===== src/rtl/crypto_wallet_stream_mem_writer_pkg.sv =====
// Shared constants, FSM state type and lane-mask helper for the stream-to-RAM writer.
package crypto_wallet_mem_pkg;

    localparam int ADDR_W = 13;
    localparam int DEPTH  = 6500;
    localparam int DATA_W = 32;
    localparam int BE_W   = 4;

    typedef enum logic [1:0] {
        IDLE  = 2'd0,
        FILL  = 2'd1,
        DRAIN = 2'd2,
        FLUSH = 2'd3
    } state_t;

    // Byte enables for a word whose highest filled lane is last_lane.
    function automatic logic [BE_W-1:0] lane_mask(input logic [1:0] last_lane);
        logic [BE_W-1:0] m;
        case (last_lane)
            2'd0:    m = 4'b0001;
            2'd1:    m = 4'b0011;
            2'd2:    m = 4'b0111;
            default: m = 4'b1111;
        endcase
        return m;
    endfunction

endpackage


===== src/rtl/crypto_wallet_stream_mem_writer_if.sv =====
// Byte-stream input and RAM write-port signals of the stream writer.
interface crypto_wallet_stream_mem_writer_if #(
    parameter int ADDR_W = crypto_wallet_mem_pkg::ADDR_W
);
    logic [7:0]        in_data;
    logic              in_valid;
    logic              in_ready;
    logic              in_last;
    logic [ADDR_W-1:0] mem_address;
    logic [3:0]        mem_byteenable;
    logic              mem_chipselect;
    logic              mem_write;
    logic [31:0]       mem_writedata;
    logic              mem_clken;

    // Stream source side; also observes the RAM port.
    modport master (
        output in_data, in_valid, in_last,
        input  in_ready,
        input  mem_address, mem_byteenable, mem_chipselect, mem_write, mem_writedata, mem_clken
    );

    // Writer side: consumes the stream and drives the RAM port.
    modport slave (
        input  in_data, in_valid, in_last,
        output in_ready,
        output mem_address, mem_byteenable, mem_chipselect, mem_write, mem_writedata, mem_clken
    );
endinterface


===== src/rtl/crypto_wallet_stream_mem_writer_packer.sv =====
// Little-endian byte-to-word lane accumulator; flags a completed word combinationally.
module crypto_wallet_word_packer
    import crypto_wallet_mem_pkg::*;
(
    input  logic              clk,
    input  logic              reset_n,
    input  logic              clr,
    input  logic              accept,
    input  logic [7:0]        byte_in,
    input  logic              last,
    output logic              word_ready,
    output logic [DATA_W-1:0] word_data,
    output logic [BE_W-1:0]   word_be
);
    logic [1:0]        lane_p0;
    logic [DATA_W-1:0] acc_p0;

    // Merge the incoming byte into its lane; lanes above it are still zero.
    always_comb begin
        word_data = acc_p0;
        word_data[{lane_p0, 3'b000} +: 8] = byte_in;
        word_be    = lane_mask(lane_p0);
        word_ready = accept & ((lane_p0 == 2'd3) | last);
    end

    // Lane counter and accumulator restart in the same cycle a word completes.
    always_ff @(posedge clk or negedge reset_n) begin
        if (!reset_n) begin
            lane_p0 <= 2'd0;
            acc_p0  <= '0;
        end else if (clr) begin
            lane_p0 <= 2'd0;
            acc_p0  <= '0;
        end else if (accept) begin
            if (word_ready) begin
                lane_p0 <= 2'd0;
                acc_p0  <= '0;
            end else begin
                lane_p0 <= lane_p0 + 2'd1;
                acc_p0  <= word_data;
            end
        end
    end
endmodule


===== src/rtl/crypto_wallet_stream_mem_writer.sv =====
// Packs a byte stream into 32-bit words and writes them to consecutive RAM addresses.
module crypto_wallet_stream_mem_writer #(
    parameter int ADDR_W = crypto_wallet_mem_pkg::ADDR_W,
    parameter int DEPTH  = crypto_wallet_mem_pkg::DEPTH
) (
    input  logic                            clk,
    input  logic                            reset_n,
    input  logic [ADDR_W-1:0]               cfg_base,
    input  logic                            start,
    crypto_wallet_stream_mem_writer_if.slave bus,
    output logic                            busy,
    output logic                            done,
    output logic [ADDR_W-1:0]               words_written,
    output logic                            err_overflow
);
    import crypto_wallet_mem_pkg::*;

    localparam logic [ADDR_W:0]   DEPTH_SUM = (ADDR_W+1)'(DEPTH);
    localparam logic [ADDR_W-1:0] DEPTH_CNT = ADDR_W'(DEPTH);

    state_t              state_p0, state_nx;
    logic [ADDR_W-1:0]   base_p0;
    logic [ADDR_W:0]     word_idx_p0;
    logic [ADDR_W:0]     addr_sum;
    logic                addr_ovf;
    logic                in_ready_c;
    logic                start_ok;
    logic                accept;
    logic                drain_last;
    logic                word_ready;
    logic [DATA_W-1:0]   word_data;
    logic [BE_W-1:0]     word_be;
    logic                wr_vld_p1;
    logic [ADDR_W-1:0]   wr_addr_p1;
    logic [DATA_W-1:0]   wr_data_p1;
    logic [BE_W-1:0]     wr_be_p1;

    assign start_ok   = (state_p0 == IDLE) & start;
    assign accept     = bus.in_valid & in_ready_c & (state_p0 == FILL);
    assign drain_last = bus.in_valid & in_ready_c & bus.in_last & (state_p0 == DRAIN);
    // Widened sum so a base near the top of the address space never wraps.
    assign addr_sum   = {1'b0, base_p0} + word_idx_p0;
    assign addr_ovf   = (addr_sum >= DEPTH_SUM);

    crypto_wallet_word_packer u_packer (
        .clk        (clk),
        .reset_n    (reset_n),
        .clr        (start_ok),
        .accept     (accept),
        .byte_in    (bus.in_data),
        .last       (bus.in_last),
        .word_ready (word_ready),
        .word_data  (word_data),
        .word_be    (word_be)
    );

    // State register.
    always_ff @(posedge clk or negedge reset_n) begin
        if (!reset_n) state_p0 <= IDLE;
        else          state_p0 <= state_nx;
    end

    // Next-state: an out-of-range word stops writing; the rest of the frame is drained.
    always_comb begin
        state_nx = state_p0;
        case (state_p0)
            IDLE:  if (start) state_nx = FILL;
            FILL: begin
                if (accept && bus.in_last)        state_nx = FLUSH;
                else if (word_ready && addr_ovf)  state_nx = DRAIN;
            end
            DRAIN: if (drain_last) state_nx = FLUSH;
            FLUSH: state_nx = IDLE;
            default: state_nx = IDLE;
        endcase
    end

    // Handshake and status outputs decoded from the state.
    always_comb begin
        in_ready_c = (state_p0 == FILL) || (state_p0 == DRAIN);
        busy       = (state_p0 != IDLE);
        done       = (state_p0 == FLUSH);
    end

    // Frame bookkeeping: base, word index, write count and sticky overflow.
    always_ff @(posedge clk or negedge reset_n) begin
        if (!reset_n) begin
            base_p0       <= '0;
            word_idx_p0   <= '0;
            words_written <= '0;
            err_overflow  <= 1'b0;
        end else if (start_ok) begin
            base_p0       <= cfg_base;
            word_idx_p0   <= '0;
            words_written <= '0;
            err_overflow  <= 1'b0;
        end else if (accept && word_ready) begin
            if (addr_ovf) begin
                err_overflow <= 1'b1;
            end else begin
                word_idx_p0 <= word_idx_p0 + (ADDR_W+1)'(1);
                if (words_written != DEPTH_CNT)
                    words_written <= words_written + ADDR_W'(1);
            end
        end
    end

    // Stage p1: registered RAM write, one strobe per completed in-range word.
    always_ff @(posedge clk or negedge reset_n) begin
        if (!reset_n) begin
            wr_vld_p1  <= 1'b0;
            wr_addr_p1 <= '0;
            wr_data_p1 <= '0;
            wr_be_p1   <= '0;
        end else begin
            wr_vld_p1 <= accept & word_ready & ~addr_ovf;
            if (accept && word_ready && !addr_ovf) begin
                wr_addr_p1 <= addr_sum[ADDR_W-1:0];
                wr_data_p1 <= word_data;
                wr_be_p1   <= word_be;
            end
        end
    end

    assign bus.in_ready       = in_ready_c;
    assign bus.mem_write      = wr_vld_p1;
    assign bus.mem_chipselect = wr_vld_p1;
    assign bus.mem_address    = wr_addr_p1;
    assign bus.mem_writedata  = wr_data_p1;
    assign bus.mem_byteenable = wr_be_p1;
    assign bus.mem_clken      = reset_n;
endmodule


===== src/flat_wrapper.sv =====
// flat-port wrapper written by rule: the top's interface ports become plain ports
module crypto_wallet_stream_mem_writer_flat import crypto_wallet_mem_pkg::*;
#(
    parameter int ADDR_W = crypto_wallet_mem_pkg::ADDR_W,
    parameter int DEPTH  = crypto_wallet_mem_pkg::DEPTH
)
  (clk, reset_n, cfg_base, start, busy, done, words_written, err_overflow, bus_in_data, bus_in_valid, bus_in_last, bus_in_ready, bus_mem_address, bus_mem_byteenable, bus_mem_chipselect, bus_mem_write, bus_mem_writedata, bus_mem_clken);
  crypto_wallet_stream_mem_writer_if #(.ADDR_W(ADDR_W)) bus_i ();
  input  logic clk;
  input  logic reset_n;
  input  logic [ADDR_W-1:0] cfg_base;
  input  logic start;
  output logic busy;
  output logic done;
  output logic [ADDR_W-1:0] words_written;
  output logic err_overflow;
  input wire logic [$bits(bus_i.in_data)-1:0] bus_in_data;
  input wire logic [$bits(bus_i.in_valid)-1:0] bus_in_valid;
  input wire logic [$bits(bus_i.in_last)-1:0] bus_in_last;
  output wire logic [$bits(bus_i.in_ready)-1:0] bus_in_ready;
  output wire logic [$bits(bus_i.mem_address)-1:0] bus_mem_address;
  output wire logic [$bits(bus_i.mem_byteenable)-1:0] bus_mem_byteenable;
  output wire logic [$bits(bus_i.mem_chipselect)-1:0] bus_mem_chipselect;
  output wire logic [$bits(bus_i.mem_write)-1:0] bus_mem_write;
  output wire logic [$bits(bus_i.mem_writedata)-1:0] bus_mem_writedata;
  output wire logic [$bits(bus_i.mem_clken)-1:0] bus_mem_clken;
  assign bus_i.in_data = bus_in_data;
  assign bus_i.in_valid = bus_in_valid;
  assign bus_i.in_last = bus_in_last;
  assign bus_in_ready = bus_i.in_ready;
  assign bus_mem_address = bus_i.mem_address;
  assign bus_mem_byteenable = bus_i.mem_byteenable;
  assign bus_mem_chipselect = bus_i.mem_chipselect;
  assign bus_mem_write = bus_i.mem_write;
  assign bus_mem_writedata = bus_i.mem_writedata;
  assign bus_mem_clken = bus_i.mem_clken;
  crypto_wallet_stream_mem_writer #(.ADDR_W(ADDR_W), .DEPTH(DEPTH)) u_core (.clk(clk), .reset_n(reset_n), .cfg_base(cfg_base), .start(start), .bus(bus_i), .busy(busy), .done(done), .words_written(words_written), .err_overflow(err_overflow));
endmodule

===== config.mk =====
export PLATFORM = sky130hd
export DESIGN_NAME = crypto_wallet_stream_mem_writer_flat
export DESIGN_NICKNAME = d
export VERILOG_FILES = /design/src/rtl/crypto_wallet_stream_mem_writer_pkg.sv /design/src/rtl/crypto_wallet_stream_mem_writer_if.sv /design/src/rtl/crypto_wallet_stream_mem_writer_packer.sv /design/src/rtl/crypto_wallet_stream_mem_writer.sv /design/src/flat_wrapper.sv
export SDC_FILE = /design/constraint.sdc
export NUM_CORES = 1
export LEC_CHECK = 0
export CELL_PAD_IN_SITES_DETAIL_PLACEMENT = 1
export CELL_PAD_IN_SITES_GLOBAL_PLACEMENT = 1
export CORE_ASPECT_RATIO = 1.75
export CORE_MARGIN = 4
export CORE_UTILIZATION = 42
export CTS_CLUSTER_SIZE = 10
export DETAILED_ROUTE_END_ITERATION = 12
export PLACE_DENSITY_LB_ADDON = 0.1
export REMOVE_ABC_BUFFERS = 1
export SYNTH_ARGS = -nofsm -noshare
export SYNTH_HDL_FRONTEND = slang
export SYNTH_SLANG_ARGS = --single-unit

===== constraint.sdc =====
create_clock -name clk -period 3.8 [get_ports clk]
set_input_delay 0.38 -clock clk [delete_from_list [all_inputs] [get_ports clk]]
set_output_delay 0.38 -clock clk [all_outputs]
set_load 0.005 [all_outputs]

==> key figures, run 1 <==
Run status
  – Run status: completed

Worst setup path
  – CP arrival: just over 4 ns
  – Critical path required time: 4.13 ns
  – Reg2reg start: u_core.word_idx_p0[2]$_DFFE_PN0P_
  – Register-to-register path setup slack: 0.08 ns
  – Reg-to-Reg End: u_core.word_idx_p0[10]$_DFFE_PN0P_
  – Critical path class: flop to flop
  – Worst-path fanout max: 8
  – Critical Path End Type: flop
  – Reg2reg path depth: 12
  – Critical path startpoint category: flop

Logic synthesis
  – Cell taking the most area after synthesis: dfrtp_1
  – Flops & latches, synth: 127
  – Post-Synthesis Cells: approximately 650
  – Post-Syn Area: 0.00639 sq mm
  – Async set or reset register ratio after synthesis: 100%
  – Count leader, synth: dfrtp_1
  – Synth cell types: 52
  – Sequential share of the synthesized area: between 40% and 50%
  – Top post-synthesis cells by area: dfrtp_1 (50%), nand2_1 (5.7%), ha_1 (5.5%)
  – Predominant post-synthesis flop cell: dfrtp_1
  – EDFF count, synth: 0
  – Syn Area/Cell: between 9 and 10 sq um
  – Most instantiated cells after synthesis: dfrtp_1 (127), nand2_1 (97), a21oi_1 (59)
  – Synth warn: 0
  – Yosys top cell area share: roughly half

Placed design
  – PortBufs: 94
  – Post-DP HPWL: 13600 microns
  – Placed Area: 0.00754 sq mm
  – Gpl congestion: 0.821

Timing
  – Period utilization: 97.8%
  – Final hold slack: 0.428 ns
  – Final Slew Violations: 0
  – Worst slew pin tran: around 0.80 ns
  – Fin Clk Skew: 0.0112 ns
  – Final Hold Vio Count: 0
  – Maximum clock frequency: 0.269 GHz
  – Worst slew margin: 46.3%
  – Period minus WS final: around 3.7 ns
  – Final setup violation count: 0

Routing
  – Via density: ~5.7
  – Total wire length: 19300 microns
  – DRC errors left: 0
  – DR WL/cell: approximately 20 microns
  – Via count: 5412
  – Drt initial violations: 172
  – Drt first pass iters: 4
  – Antenna Nets Post-Route: 0

Final layout
  – Share of cells above drive strength 1: between 10 and 15%
  – Final Instance Area: 0.00830 sq mm
  – Core Util, Final: 55.6%
  – P&R area growth vs syn: 29.9%
  – Antenna diode count: 0
  – Nets: about 820

Pwr
  – Max IR drop VDD: 0.313 mV
  – Pwr/cell area: 625 mW/mm^2
  – Leak pwr: between 0.003 and 0.004 uW

Clock network
  – CTS Sinks: 127
  – Worst-path clk slew: ~0.060 ns
  – Num CTS Buffers: 17
  – Root Buffer: clkbuf_16
  – Clock Path Buffers: 2
  – H-tree depth: 4
  – Worst skew pair latency: about 0.42 ns
  – CTS tree: built

Global routing
  – Met2 Usage GRT: around 45%
  – Global routing's busiest layer: met2
  – Total GRT Usage: 23.4%
  – Largest net degree at the start of global routing: 60
  – Met3 Usage GRT: 4.08%
  – Grt total ovfl: 0
  – Vias in the first global route: 6112
  – M1 GR Usage: around 25%
  – Initial antenna violation count: 0
  – First-pass GRT wire length: 31800 microns

Run
  – Max cap viols: 0

Floorplanning
  – Die width: approximately 100 microns
  – Row count: 59
  – # IOs: 95
  – Die area: 0.0173 sq mm
  – Core area: between 0.01 and 0.015 sq mm
  – Starting Density: a little over two fifths
  – Die height: 171 microns

Worst hold path
  – Worst min-delay path class: input port to asynchronous set/reset pin
metrics by stage:
step	setup slack (ns)	setup TNS, ns	total power (uW)	std cells
after floorplan	-0.263	-10.73	2670	618
after global placement	0.130	0	3370	913
after detailed placement	-0.0896	-0.850	3460	913
after CTS	0.0404	0	5160	952
after global routing	-0.0554	-0.207	5500	955
final	0.0844	0	5180	955
worst max-delay path, cell delays in order, from the launching register on:
cell and delay (ns):
dfrtp_2 0.45, ha_4 0.31, o21ai_0 0.15, o21a_1 0.21
or3_2 0.50, xnor2_1 0.17, a31o_1 0.23, a2111oi_4 0.39
buf_4 0.20, o21ai_4 0.13, buf_6 0.19, or4_1 0.52
a21oi_2 0.16
metal layers:
metal  part of all wire (%)  vias up
met3                    2.6       29
li1                       -     2527
met1                     38     2754
met4                    2.2        0
met5                      0        -
met2                     57      102
how the worst max path moves through the flow:
stage	startpoint	to	cells past startpoint
after floorplan	u_core.word_idx_p0[2]$_DFFE_PN0P_	u_core.bus.mem_address[0]$_DFFE_PN0P_	9
after global placement	u_core.word_idx_p0[2]$_DFFE_PN0P_	u_core.bus.mem_address[7]$_DFFE_PN0P_	10
after detailed placement	u_core.word_idx_p0[2]$_DFFE_PN0P_	u_core.bus.mem_address[7]$_DFFE_PN0P_	10
after CTS	u_core.word_idx_p0[2]$_DFFE_PN0P_	u_core.word_idx_p0[10]$_DFFE_PN0P_	12
after global routing	u_core.word_idx_p0[2]$_DFFE_PN0P_	u_core.word_idx_p0[10]$_DFFE_PN0P_	12
final	u_core.word_idx_p0[2]$_DFFE_PN0P_	u_core.word_idx_p0[10]$_DFFE_PN0P_	12
power by group:
part / switching, uW / total, uW / internal [uW]
clock network: 666 / 1640 / 975
logic: 940 / 1740 / 804
registers: 196 / 1800 / 1600
total: 1800 / 5180 / 3380
logic make-up after synthesis:
kind of cell / share of synthesized area, %
flip-flops: 49.8
multiplexers: 2.45
AO/OA/AOI/OAI: 19.4
AND/OR/NAND/NOR: 16.9
adder cells (fa/ha/maj): 5.80
XOR/XNOR: 2.06
buffers and inverters: 3.57
cell usage in the layout (no fill, tap or decap), types with 4 or more instances in the layout:
master	netlist	routed
clkbuf_16	0	17
nand4_1	4	4
a22o_1	32	32
nor2_1	26	26
clkdlybuf4s50_1	0	93
o21ai_0	55	55
inv_1	19	19
nand3_1	15	15
nand2_1	97	97
buf_4	2	24
ha_1	28	23
and3_1	4	4
o211ai_1	6	6
xor2_1	9	9
o31ai_1	9	9
nor2b_1	36	36
dfrtp_1	127	125
a211oi_1	5	4
a21oi_1	59	56
o21ai_1	5	5
a21oi_2	1	4
inv_6	0	6
or4_1	10	10
xnor2_1	6	6
o21a_1	4	4
or3_1	11	11
mux2_2	13	13
repair_timing:
action / in CTS / in global routing
hold buffers: 1 / 0
resized for setup: 1 / 14
cloned: 1 / 0
endpoints found under the setup margin: 24 / 20
hold endpoints to repair: 26 / 0
setup buffers: 6 / 3
pin swaps: 2 / 4
sequential cells by signal, indices dropped and copies added (netlist names):
| signal | count |
|---|---|
| u_core.state_p0 | 2 |
| u_core.u_packer.lane_p0 | 2 |
| u_core.bus.mem_chipselect | 1 |
| u_core.err_overflow | 1 |
| u_core.base_p0 | 13 |
| u_core.bus.mem_byteenable | 4 |
| u_core.bus.mem_address | 13 |
| u_core.words_written | 13 |
| u_core.u_packer.acc_p0 | 32 |
| u_core.bus.mem_writedata | 32 |
| u_core.word_idx_p0 | 14 |
area by class of cell:
| class | count | area [sq um] |
|---|---|---|
| Timing Repair Buffer | 122 | 1180 |
| Multi-Input combinational cell | 473 | 3050 |
| Sequential cell | 127 | 3180 |
| Clock buffer | 17 | 425 |
| Inverter | 19 | 71.3 |
| Fill cell | 1643 | 6620 |
| Clock inverter | 14 | 158 |
| Tap cell | 183 | 229 |
No activity file was read; power rests on OpenSTA's default activity.
==> run 2: changes to the inputs <==
Settings changed: PLACE_DENSITY_LB_ADDON 0.1 to 0.12.
==> key figures, run 2 (same netlist as run 1, synthesis figures left out) <==
Timing
  – Period utilization: 96.5% (-1.2 points)
  – Maximum clock frequency: 0.273 GHz (+1.3%)
  – Worst slew margin: 31.2% (-15 points)
  – Final setup violation count: 0 (unchanged)
  – Final Hold Vio Count: 0 (unchanged)
  – Final hold slack: 0.481 ns (+0.0527 ns)
  – Period minus WS final: 3.67 ns (-0.0472 ns)
  – Final Slew Violations: 0 (unchanged)
  – Fin Clk Skew: 0.0107 ns (-0.000546 ns)
  – RSZ-0062 raised after global routing: true
  – Worst slew pin tran: 1.03 ns (+0.227 ns)

Global routing
  – Grt total ovfl: 0 (unchanged)
  – First-pass GRT wire length: 30200 microns (-5.1%)
  – Initial antenna violation count: 0 (unchanged)
  – Largest net degree at the start of global routing: 83 (+38%)
  – Vias in the first global route: 5970 (-2.3%)
  – Total GRT Usage: 22.1% (-1.2 points)

Final layout
  – Nets: 807 (-0.98%)
  – Commonest non-fill, non-tap cell in the layout: dfrtp_1
  – Antenna diode count: 0 (unchanged)
  – P&R area growth vs syn: 28.0%
  – Cell Count, Final, Fillers Out: 948 (-0.73%)
  – Core Util, Final: 54.8% (-0.80 points)
  – Most frequent cells in the layout: dfrtp_1 (127), nand2_1 (97), clkdlybuf4s50_1 (93)
  – Share of cells above drive strength 1: 10.1% (-2.1 points)

Clock network
  – Root Buffer: clkbuf_16
  – Num CTS Buffers: 17 (unchanged)
  – H-tree depth: 4 (unchanged)
  – CTS tree: built
  – Worst skew pair latency: 0.42 ns (about the same)
  – CTS Sinks: 127 (unchanged)
  – Clock Path Buffers: 2 (unchanged)
  – Worst-path clk slew: 0.06 ns (about the same)

Routing
  – Met3 wire length: 436 microns (-14%)
  – Routed length on met2: 10500 microns (-5.2%)
  – Drt first pass iters: 4 (unchanged)
  – DR WL/cell: 19.4 microns (-4.2%)
  – DRC errors left: 0 (unchanged)
  – Met1 WL: 6900 microns (-5.9%)
  – Total wire length: 18400 microns (-4.9%)
  – Max Used Layer: met4
  – Antenna Nets Post-Route: 0 (unchanged)
  – Via density: 5.67 (about the same)
  – Via count: 5372 (-0.74%)
  – Drt initial violations: 133 (-23%)

Worst setup path
  – Critical path required time: 4.10 ns (-0.03 ns)
  – CP dominant cell by count: buf_4
  – Register-to-register path setup slack: 0.13 ns (+0.05 ns)
  – Reg2reg start: u_core.word_idx_p0[3]$_DFFE_PN0P_
  – Slowest stage delay, CP: 0.50 ns (-0.02 ns)
  – CP arrival: 3.97 ns (-0.08 ns)
  – Reg-to-Reg End: u_core.bus.mem_address[2]$_DFFE_PN0P_
  – Critical path startpoint category: flop
  – Critical Path End Type: flop
  – Critical-path cell with the highest stage delay: or3_2
  – Crit path cell chain: ha_1 > o21ai_0 > o21a_1 > or3_2 > a211oi_1 > xor2_1 > a2111oi_4 > buf_4 > o21ai_4 > buf_4 > mux2_2
  – Reg2reg path depth: 11 (-1)
  – Worst-path fanout max: 13 (+5)
  – Critical path class: flop to flop

Run
  – Max cap viols: 0 (unchanged)

Placed design
  – PortBufs: 94 (unchanged)
  – Post-DP HPWL: 13000 microns (-4.4%)
  – Gpl congestion: 0.836 (+1.8%)
  – Dpl cells: 912 (-0.11%)

Run status
  – Run status: completed

Pwr
  – Max IR drop VDD: 0.261 mV (-17%)
  – Seq pwr share: 35.7% (+1.0 points)
  – Int Power: 3290 uW (-2.7%)
  – Combinational power share: 32.3% (-1.4 points)
  – Clock power frac: 32.0% (+0.3 points)
  – Sw frac: 35.1% (+0.32 points)
  – P_sw: 1780 uW (-1.3%)
  – Leak pwr: 0.00358 uW (-1.4%)
  – Pwr/cell area: 620 mW/mm^2 (-0.78%)

Floorplanning
  – Die width: 101 microns (unchanged)
  – Die height: 171 microns (unchanged)
  – Starting Density: 42.8% (unchanged)
  – Die area: 0.0173 sq mm (unchanged)
  – Core area: 0.0149 sq mm (unchanged)
  – Row count: 59 (unchanged)
  – # IOs: 95 (unchanged)

Worst hold path
  – Hold Path Depth: 2
  – Hold worst-path end: u_core.bus.mem_writedata[5]$_DFFE_PN0P_
  – Hold path startpoint: u_core.bus.mem_writedata[5]$_DFFE_PN0P_
  – Worst min-delay path class: flop to flop
[run 2: cell count changes in the layout (fill, tap and decap cells not counted), sizes merged]
cell    change
buf         -8
bufinv      -1
clkinv      -1
inv         +2
clkbuf      +1
[run 2: worst max-delay path by stage]
| stage | to | depth (start not counted) | startpoint | slack, ns |
|---|---|---|---|---|
| 2_1_floorplan | u_core.bus.mem_address[0]$_DFFE_PN0P_ | 9 | u_core.word_idx_p0[2]$_DFFE_PN0P_ | -0.26 |
| 3_3_place_gp | u_core.bus.mem_address[12]$_DFFE_PN0P_ | 10 | u_core.word_idx_p0[2]$_DFFE_PN0P_ | 0.25 |
| 3_5_place_dp | u_core.bus.mem_address[2]$_DFFE_PN0P_ | 10 | u_core.word_idx_p0[2]$_DFFE_PN0P_ | 0.12 |
| 4_1_cts | u_core.bus.mem_address[2]$_DFFE_PN0P_ | 10 | u_core.word_idx_p0[2]$_DFFE_PN0P_ | 0.07 |
| 5_1_grt | u_core.word_idx_p0[7]$_DFFE_PN0P_ | 13 | u_core.word_idx_p0[0]$_DFFE_PN0P_ | -0.02 |
| 6_report | u_core.bus.mem_address[2]$_DFFE_PN0P_ | 11 | u_core.word_idx_p0[3]$_DFFE_PN0P_ | 0.13 |
[run 2: final cells by class]
class | instances | area [sq um]
clock buffers | 18 | 439
clock inverters | 14 | 148
fillers | 1666 | 6740
inverters | 19 | 71.3
multi-input cells | 473 | 3020
flip-flops and latches | 127 | 3180
well taps | 183 | 229
repair buffers | 114 | 1090
[run 2: metrics by stage]
stage	total power, uW	cell area (sq um)	worst slack (ns)	setup TNS, ns
CTS	5090	8120	0.0711	0
global route	5390	8180	-0.0238	-0.0569
finish	5070	8180	0.132	0
global placement	3350	7520	0.253	0
floorplan	2670	6230	-0.263	-10.73
detailed placement	3440	7520	0.124	0
[run 2: timing repair]
item                       4_1_cts  5_1_grt
hold endpoints to repair        10        0
buffers inserted                 0        2
gates resized for setup          0        4
setup endpoints to repair        0       45
hold buffers                     1        0
[run 2: power by group through the flow]
stage | clock [uW] | combinational (uW) | sequential (uW)
global route | 1720 | 1830 | 1840
detailed placement | 0 | 1610 | 1830
finish | 1620 | 1640 | 1810
floorplan | 0 | 895 | 1770
global placement | 0 | 1540 | 1810
CTS | 1650 | 1630 | 1810
[run 2: worst max-delay path, delay by kind of cell (launching register included)]
family	cells	cell delay [ns]
flops	1	0.45
compound gates	5	1.04
xor+xnor	1	0.35
fa+ha+maj	1	0.38
simple gates	1	0.50
mux	1	0.37
buf+inv	2	0.48
[run 2: per-layer routing]
| metal | up-vias | global-route usage, % |
|---|---|---|
| li1 | 2515 | - |
| met1 | 2733 | 23.6 |
| met2 | 89 | 41.9 |
| met4 | 0 | 9.03 |
| met5 | - | 0 |
| met3 | 35 | 3.88 |
